[src/rtl/avg_line_sink.sv]
// rtl/avg_line_sink.sv - line reassembly sink with ping-pong line store, line sum and host read port
//
// Ports:
//   clk, arstn               clock, asynchronous active-low reset
//   din_data, din_valid      filtered pixel stream, no backpressure
//   col, row                 position the next accepted pixel will occupy
//   line_done, line_sum      commit pulse and sum of the committed line
//   frame_done               pulse with line_done of the last row of a frame
//   rd_avail, rd_bank        a committed line is waiting, and which bank holds the oldest
//   rd_en, rd_addr, rd_data  registered read port (1-cycle latency)
//   rd_release               frees rd_bank
//   overflow                 sticky: a pixel was dropped because the write bank was full

module avg_line_sink #(
    parameter int PIXEL_WIDTH  = 8,
    parameter int IMAGE_WIDTH  = 128,
    parameter int IMAGE_HEIGHT = 4,
    parameter int SUM_WIDTH    = PIXEL_WIDTH + $clog2(IMAGE_WIDTH)
) (
    input  logic                              clk,
    input  logic                              arstn,
    input  logic [PIXEL_WIDTH-1:0]            din_data,
    input  logic                              din_valid,
    output logic [$clog2(IMAGE_WIDTH)-1:0]    col,
    output logic [$clog2(IMAGE_HEIGHT+1)-1:0] row,
    output logic                              line_done,
    output logic [SUM_WIDTH-1:0]              line_sum,
    output logic                              frame_done,
    output logic                              rd_avail,
    output logic                              rd_bank,
    input  logic                              rd_en,
    input  logic [$clog2(IMAGE_WIDTH)-1:0]    rd_addr,
    output logic [PIXEL_WIDTH-1:0]            rd_data,
    input  logic                              rd_release,
    output logic                              overflow
);

    localparam int CW = $clog2(IMAGE_WIDTH);
    localparam int RW = $clog2(IMAGE_HEIGHT + 1);
    localparam logic [CW-1:0] COL_LAST = CW'(IMAGE_WIDTH - 1);
    localparam logic [RW-1:0] ROW_LAST = RW'(IMAGE_HEIGHT - 1);
    localparam logic [CW:0]   ADDR_LIM = (CW + 1)'(IMAGE_WIDTH);

    typedef enum logic [1:0] {
        BANK_EMPTY   = 2'd0,
        BANK_FILLING = 2'd1,
        BANK_FULL    = 2'd2
    } bank_state_t;

    bank_state_t bank_st     [2];
    bank_state_t bank_st_nxt [2];
    logic [1:0]  bank_full;

    logic [PIXEL_WIDTH-1:0] mem [0:1][0:IMAGE_WIDTH-1];

    logic                 wbank;
    logic [SUM_WIDTH-1:0] acc;
    logic [SUM_WIDTH-1:0] pix_ext;
    logic                 accept;
    logic                 drop;
    logic                 last_col;
    logic                 commit;
    logic                 release_ok;

    // Acceptance looks at the registered bank state, so a release in the
    // same cycle as an incoming pixel does not rescue that pixel.
    assign pix_ext    = {{(SUM_WIDTH - PIXEL_WIDTH){1'b0}}, din_data};
    assign accept     = din_valid && !bank_full[wbank];
    assign drop       = din_valid &&  bank_full[wbank];
    assign last_col   = (col == COL_LAST);
    assign commit     = accept && last_col;
    assign release_ok = rd_release && rd_avail;

    // Bank FSM: state register
    always_ff @(posedge clk or negedge arstn) begin
        if (!arstn) begin
            bank_st[0] <= BANK_EMPTY;
            bank_st[1] <= BANK_EMPTY;
        end else begin
            bank_st[0] <= bank_st_nxt[0];
            bank_st[1] <= bank_st_nxt[1];
        end
    end

    // Bank FSM: next state. Release and write can never target the same bank
    // (release needs FULL, write needs not FULL), so the order is immaterial.
    always_comb begin
        for (int b = 0; b < 2; b++) begin
            bank_st_nxt[b] = bank_st[b];
            if (release_ok && (rd_bank == 1'(b))) begin
                bank_st_nxt[b] = BANK_EMPTY;
            end
            if (accept && (wbank == 1'(b))) begin
                bank_st_nxt[b] = last_col ? BANK_FULL : BANK_FILLING;
            end
        end
    end

    // Bank FSM: outputs
    always_comb begin
        for (int b = 0; b < 2; b++) begin
            bank_full[b] = (bank_st[b] == BANK_FULL);
        end
    end

    assign rd_avail = |bank_full;

    // Line store has no reset; contents of a non-committed bank are simply stale.
    always_ff @(posedge clk) begin
        if (accept) begin
            mem[wbank][col] <= din_data;
        end
    end

    // Banks fill strictly alternately and are released in commit order, so the
    // oldest full bank is tracked by toggling on each release; when nothing is
    // full it already points at the bank that will commit next.
    always_ff @(posedge clk or negedge arstn) begin
        if (!arstn) begin
            col        <= '0;
            row        <= '0;
            acc        <= '0;
            line_done  <= 1'b0;
            frame_done <= 1'b0;
            line_sum   <= '0;
            wbank      <= 1'b0;
            rd_bank    <= 1'b0;
            rd_data    <= '0;
            overflow   <= 1'b0;
        end else begin
            line_done  <= commit;
            frame_done <= commit && (row == ROW_LAST);

            if (accept) begin
                if (last_col) begin
                    col      <= '0;
                    acc      <= '0;
                    line_sum <= acc + pix_ext;
                    wbank    <= ~wbank;
                    row      <= (row == ROW_LAST) ? '0 : row + RW'(1);
                end else begin
                    col <= col + CW'(1);
                    acc <= acc + pix_ext;
                end
            end

            if (drop) begin
                overflow <= 1'b1;
            end

            if (release_ok) begin
                rd_bank <= ~rd_bank;
            end

            if (rd_en) begin
                if ({1'b0, rd_addr} < ADDR_LIM) begin
                    rd_data <= mem[rd_bank][rd_addr];
                end else begin
                    rd_data <= '0;
                end
            end
        end
    end

endmodule

[config.mk]
export PLATFORM = sky130hd
export DESIGN_NAME = avg_line_sink
export DESIGN_NICKNAME = d
export VERILOG_FILES = /design/src/rtl/avg_line_sink.sv
export SDC_FILE = /design/constraint.sdc
export NUM_CORES = 2
export LEC_CHECK = 0
export ABC_AREA = 1
export CORE_ASPECT_RATIO = 0.7
export CORE_MARGIN = 3
export CORE_UTILIZATION = 45
export DETAILED_ROUTE_END_ITERATION = 8
export PLACE_DENSITY_LB_ADDON = 0.05
export RECOVER_POWER = 50
export SKIP_LAST_GASP = 1
export SLEW_MARGIN = 20
export SYNTH_ARGS = -nofsm -noshare
export SYNTH_HDL_FRONTEND = slang
export SYNTH_SLANG_ARGS = --single-unit
[constraint.sdc]
create_clock -name clk -period 2.7 [get_ports clk]
set_input_delay 0.54 -clock clk [delete_from_list [all_inputs] [get_ports clk]]
set_output_delay 0.54 -clock clk [all_outputs]
set_load 0.03 [all_outputs]
# Word-level counts from Yosys, hierarchy flattened
# Memory sizes are Yosys's and may differ from the RTL's.
# Cells that the tools add are included.
[totals]
input_bits = 20
memories = 1
output_inout_bits = 38
mem_bits_rw = 2048
regBits = 57
word_cells = 60
[classes]
order_cmp = 4
n_bitwise = 4
reduce_logical = 15
mux = 17
add_sub_neg = 3
n_eq_ne = 4
[memory_table]
columns = ["memory", "words", "word_bits", "rd", "rd_clocked_by_memory_dff", "wr", "line", "text"]
rows = [
  ["mem", 2, 1024, 1, 0, 1, "54", "logic [PIXEL_WIDTH-1:0] mem [0:1][0:IMAGE_WIDTH-1];"],
]
[ops]
columns = ["op", "n"]
rows = [
  ["$mux 1024", 1],
  ["$bmux 8 s7", 1],
  ["$demux 8 s7", 1],
  ["$mux 8", 3],
  ["$ge 8x8->1 const B", 2],
  ["$not 7->8", 2],
  ["$add 15x8->15", 1],
  ["$mux 15", 1],
  ["$logic_and 1x1->1", 10],
  ["$mux 2", 5],
  ["$lt 8x1->1 const B", 1],
  ["$add 7x1->7 const B", 1],
  ["$eq 7x7->1 const B", 1],
  ["$mux 7", 1],
  ["$eq 2x2->1 const B", 2],
  ["$reduce_bool 2->1", 2],
  ["$add 3x1->3 const B", 1],
  ["$eq 3x2->1 const B", 1],
  ["$mux 1", 3],
  ["$mux 3", 1],
  ["$lt 1x2->1 const B", 1],
  ["$not 1->1", 2],
  ["$reduce_and 2->1", 1],
  ["$reduce_or 2->1", 1],
  ["$logic_not 1->1", 1],
]

# Logic depth before layout (Yosys ltp)
[logic_depth]
ltp_word = 7
mapped_depth = 15
ltp_nobuf = 13

# Worst setup path after synthesis
# OpenSTA, ideal clock, no wires.
[synth_timing]
path_type = "flip-flop to flip-flop"
from = "reg col[2]"
to = "mem mem[0][120] (netlist bit), enable pin"
path_stages_with_launch = 6
arrival_ps = 2107
setup_slack_ps = 209
n_path_buf = 2
required_time_ps = 2317
path_cell_list = "dfrtp_1 > clkbuf_1 > nor3_1 > nand2_1 > clkbuf_1 > nor3_1"
[synth_via]
elab_chain_cells = 6
word_cells_on_any_way = 7
cone_classes = "order compare (2); mux (3); bitwise (1); reduce/logical (1)"
[synth_lines]
columns = ["element", "line", "text"]
rows = [
  ["start: declaration", "24", "output logic [$clog2(IMAGE_WIDTH)-1:0] col,"],
  ["start signal: assignment", "142", "col <= col + CW'(1);"],
  ["$not 7->8 (not written as such) *", "111", "mem[wbank][col] <= din_data;"],
  ["$ge 8x8->1 (not written as such) / $lt 8x1->1 (equally long branches)", "111", ""],
  ["$logic_and 1x1->1 (not written as such)", "111", ""],
  ["$mux 8 (not written as such)", "111", ""],
  ["$demux 8 s7 *", "111", ""],
  ["$mux 1024 (not written as such) *", "111", ""],
  ["end: declaration", "54", ""],
]
# Every way passes the cells marked *; elsewhere a longest branch is shown, timed or not.

# Final worst setup path
[layout_timing]
from = "in din_data[2]"
to = "mem mem[0][354] (netlist bit) (data pin)"
[layout_rtl]
columns = ["element", "line", "text"]
rows = [
  ["start: declaration", "22", "input logic [PIXEL_WIDTH-1:0] din_data,"],
]
# No word-level cell before the write port.

==> metrics <==
Fin Setup TNS -1.480 ns; failing checks capacitance limit, slew limit, setup timing; Starting Density 45.57%; CTS H-Tree Depth 4; postcts setup bufs 0; XOR/XNOR Fraction of Synth Area 0.09158%; Max Slew Vio Count 352; Worst path max stage delay 1.17 ns; Worst IR Drop VDD 0.6261 mV; die area 0.1966 sq mm; mux share of post-synthesis cell area 0%; Synth area leader edfxtp_1; synthesis-stage register bit count 2105; most used cell, CP clkbuf_2; Worst path top cell family by delay buffers and inverters; Post-synth top cells 2153 x nand2_1, 2065 x nand3_1, 2048 x edfxtp_1; Worst-Margin Slew 2.027 ns; unrepaired setup endpoints after global routing true; I/O pin cnt 58; Layout area overhead 16.07%; data required time at the worst endpoint 3.14 ns; share of cells above drive strength 1 12.43%; Mapped Nets 7305; CTS tree built; initial DRC count 6711; CTS sink cnt 2105; CP Class in -> reg; Ys Warns 0; CP startpoint kind input port; routed wire length 265700 um; Die Y 371.9 um; drt drc 0; top-count cell post-synth nand2_1; Async SR Flop Fraction 2.708%; Vias/cell 5.669; Layout Utilization 52.89%; RD Place Congestion 0.8859; leakage 35.73 nW; Layout Cells excl Fill 10310; largest family of logic cells by synthesized area simple AND/OR/NAND/NOR gates; Worst-path clk slew 0.06 ns; Yosys top cell area share 71.45%; worst-path maximum fanout 46; Synth Area in Compound Gates 0.3547%; Site Rows 133; endpoints failing setup 45; Synth Instances 7274; DR vias 58470; initial antenna violation count 14; root buf cell clkbuf_16; Critical Path AT 3.20 ns; Rel. slew slack -35.13%; max_cap viols 5; pre-CTS setup slack -0.4478 ns; All-Layer GR Usage 26.81%; slowest CP cell clkbuf_2; clk_skew 0.04464 ns; top_reg_cell synth edfxtp_1; number of global-route vias before repair 55470; dpl hpwl 165400 um; Max clock buf depth 4; fin crit period 2.767 ns; number of flops mapped to enable cells by yosys 2048; DRT Pass-1 Iters 5; Synth Cell Area 0.08607 sq mm; Adder-Cell Fraction of Synth Area 0.1686%; ranking of synthesized cells by area edfxtp_1 71%, nand3_1 12%, nand2_1 9.4%; HP Class in -> reg; P per Cell Area 850.9 mW/mm^2; Tcrit/Tclk final 102.5%; core area 0.1889 sq mm; Clock Latency Late Sink 0.85 ns; nets 7676; DRT antenna net count 0; Placed Cells 9929; Avg Inst Size Synth 11.83 sq um; Buf+Inv Stages, Crit Path 3; register area share after synthesis 73.11%; CP cell instances clkbuf_2, clkbuf_1, clkbuf_2; outcome finished with violations; largest net degree at the start of global routing 111; first-pass GRT wire length 386500 um; Synth Area in Simple Gates 23.07%; IO Port Bufs 57; Routed WL per cell 25.77 um; grt ovf 0; Final Worst Setup Slack -0.06652 ns; Netlist cell types 33; Inserted Clock Buffers 209; fmax 361.5 MHz; Worst setup EP type register; final hold violations 0; Die Wd 528.7 um
==> metrics by stage <==
stage / hold WS, ns / cell area [sq um] / total power [mW]
after floorplan: 0.2444 / 86070 / 48.99
after global placement: 0.4679 / 93370 / 57.03
after detailed placement: 0.4645 / 93370 / 57.07
after CTS: 0.1390 / 99950 / 85.43
after global routing: 0.3524 / 99900 / 88.88
final: 0.3450 / 99900 / 85.01
==> cells in the final DEF (no fill, tap or decap), types with 3 or more instances in the layout <==
master           count
nor3_2               3
buf_4              487
clkbuf_16          213
clkdlybuf4s50_1     36
nor3_1             223
a21oi_1             11
dfrtp_1             55
nand2_2              5
o21ai_0             28
o22ai_1              7
nand3_1           2027
nor2_1              64
buf_16               3
nor2_4               3
clkbuf_1            62
diode_2              5
clkbuf_2            17
dlygate4sd2_1        6
buf_8                3
buf_6               12
o21ai_1              4
bufinv_16           16
inv_6                3
ha_1                10
buf_12              96
clkinvlp_4           7
clkinv_1            46
nand3_2             37
nand4_1              3
edfxtp_1          2048
clkbuf_8             7
nand2_1           2149
inv_2                5
inv_1               45
clkinv_2            36
xor2_1               8
clkbuf_4             4
==> power breakdown <==
part,switching [mW],total (mW),internal (mW)
Sequential,0.278,36.5,36.2
Combinational,13.9,20.0,6.06
Clock,12.4,28.5,16.1
==> final cells by class <==
cell class	count	area [sq um]
timing repair buffer	680	6444
tap	2497	3124
clock inverter	108	922.1
antenna	5	12.51
fill	16350	88970
inverter	57	249.0
sequential	2105	62930
clock buffer	270	5614
multi-input combinational	4592	20600
==> layer usage <==
layer | global-route usage [%] | vias up | wire length [um]
met5 | 0 | - | 48
met2 | 38.47 | 2359 | 112800
met3 | 4.873 | 361 | 22620
met4 | 6.699 | 8 | 6656
met1 | 41.96 | 28990 | 123600
li1 | - | 26760 | -
==> repair_timing <==
item | CTS | global route
setup endpoints to repair | 11 | 9
hold buffers | 2 | 0
endpoints found under the hold margin | 32 | 0
gates resized for setup | 14 | 44
==> worst paths after layout <==
path / from / end / slack [ns] / cells past startpoint
max: din_data[2] / mem[0][354] / -0.07 / 3
max in group asynchronous: arstn / row[0] / 0.68 / 3
min in group asynchronous: arstn / acc[3] / 0.52 / 2
min: din_data[7] / mem[1][303] / 0.35 / 2
max reg2reg: rd_bank / rd_data[2] / -0.04 / 13
min reg2reg: line_sum[9] / line_sum[9] / 0.48 / 2
==> flip-flops by register name, summed over array words and instances (netlist names), 3 cells and up <==
register  cells
bank_st       4
row           3
mem        2048
line_sum     15
col           7
acc          15
rd_data       8
==> cell families after synthesis <==
logic type | count (synthesis)
flip-flops | 2105
buffers and inverters | 577
XOR/XNOR | 9
adder cells (fa/ha/maj) | 11
AND/OR/NAND/NOR | 4516
AO/OA/AOI/OAI | 56
No activity file was read; power rests on OpenSTA's default activity.
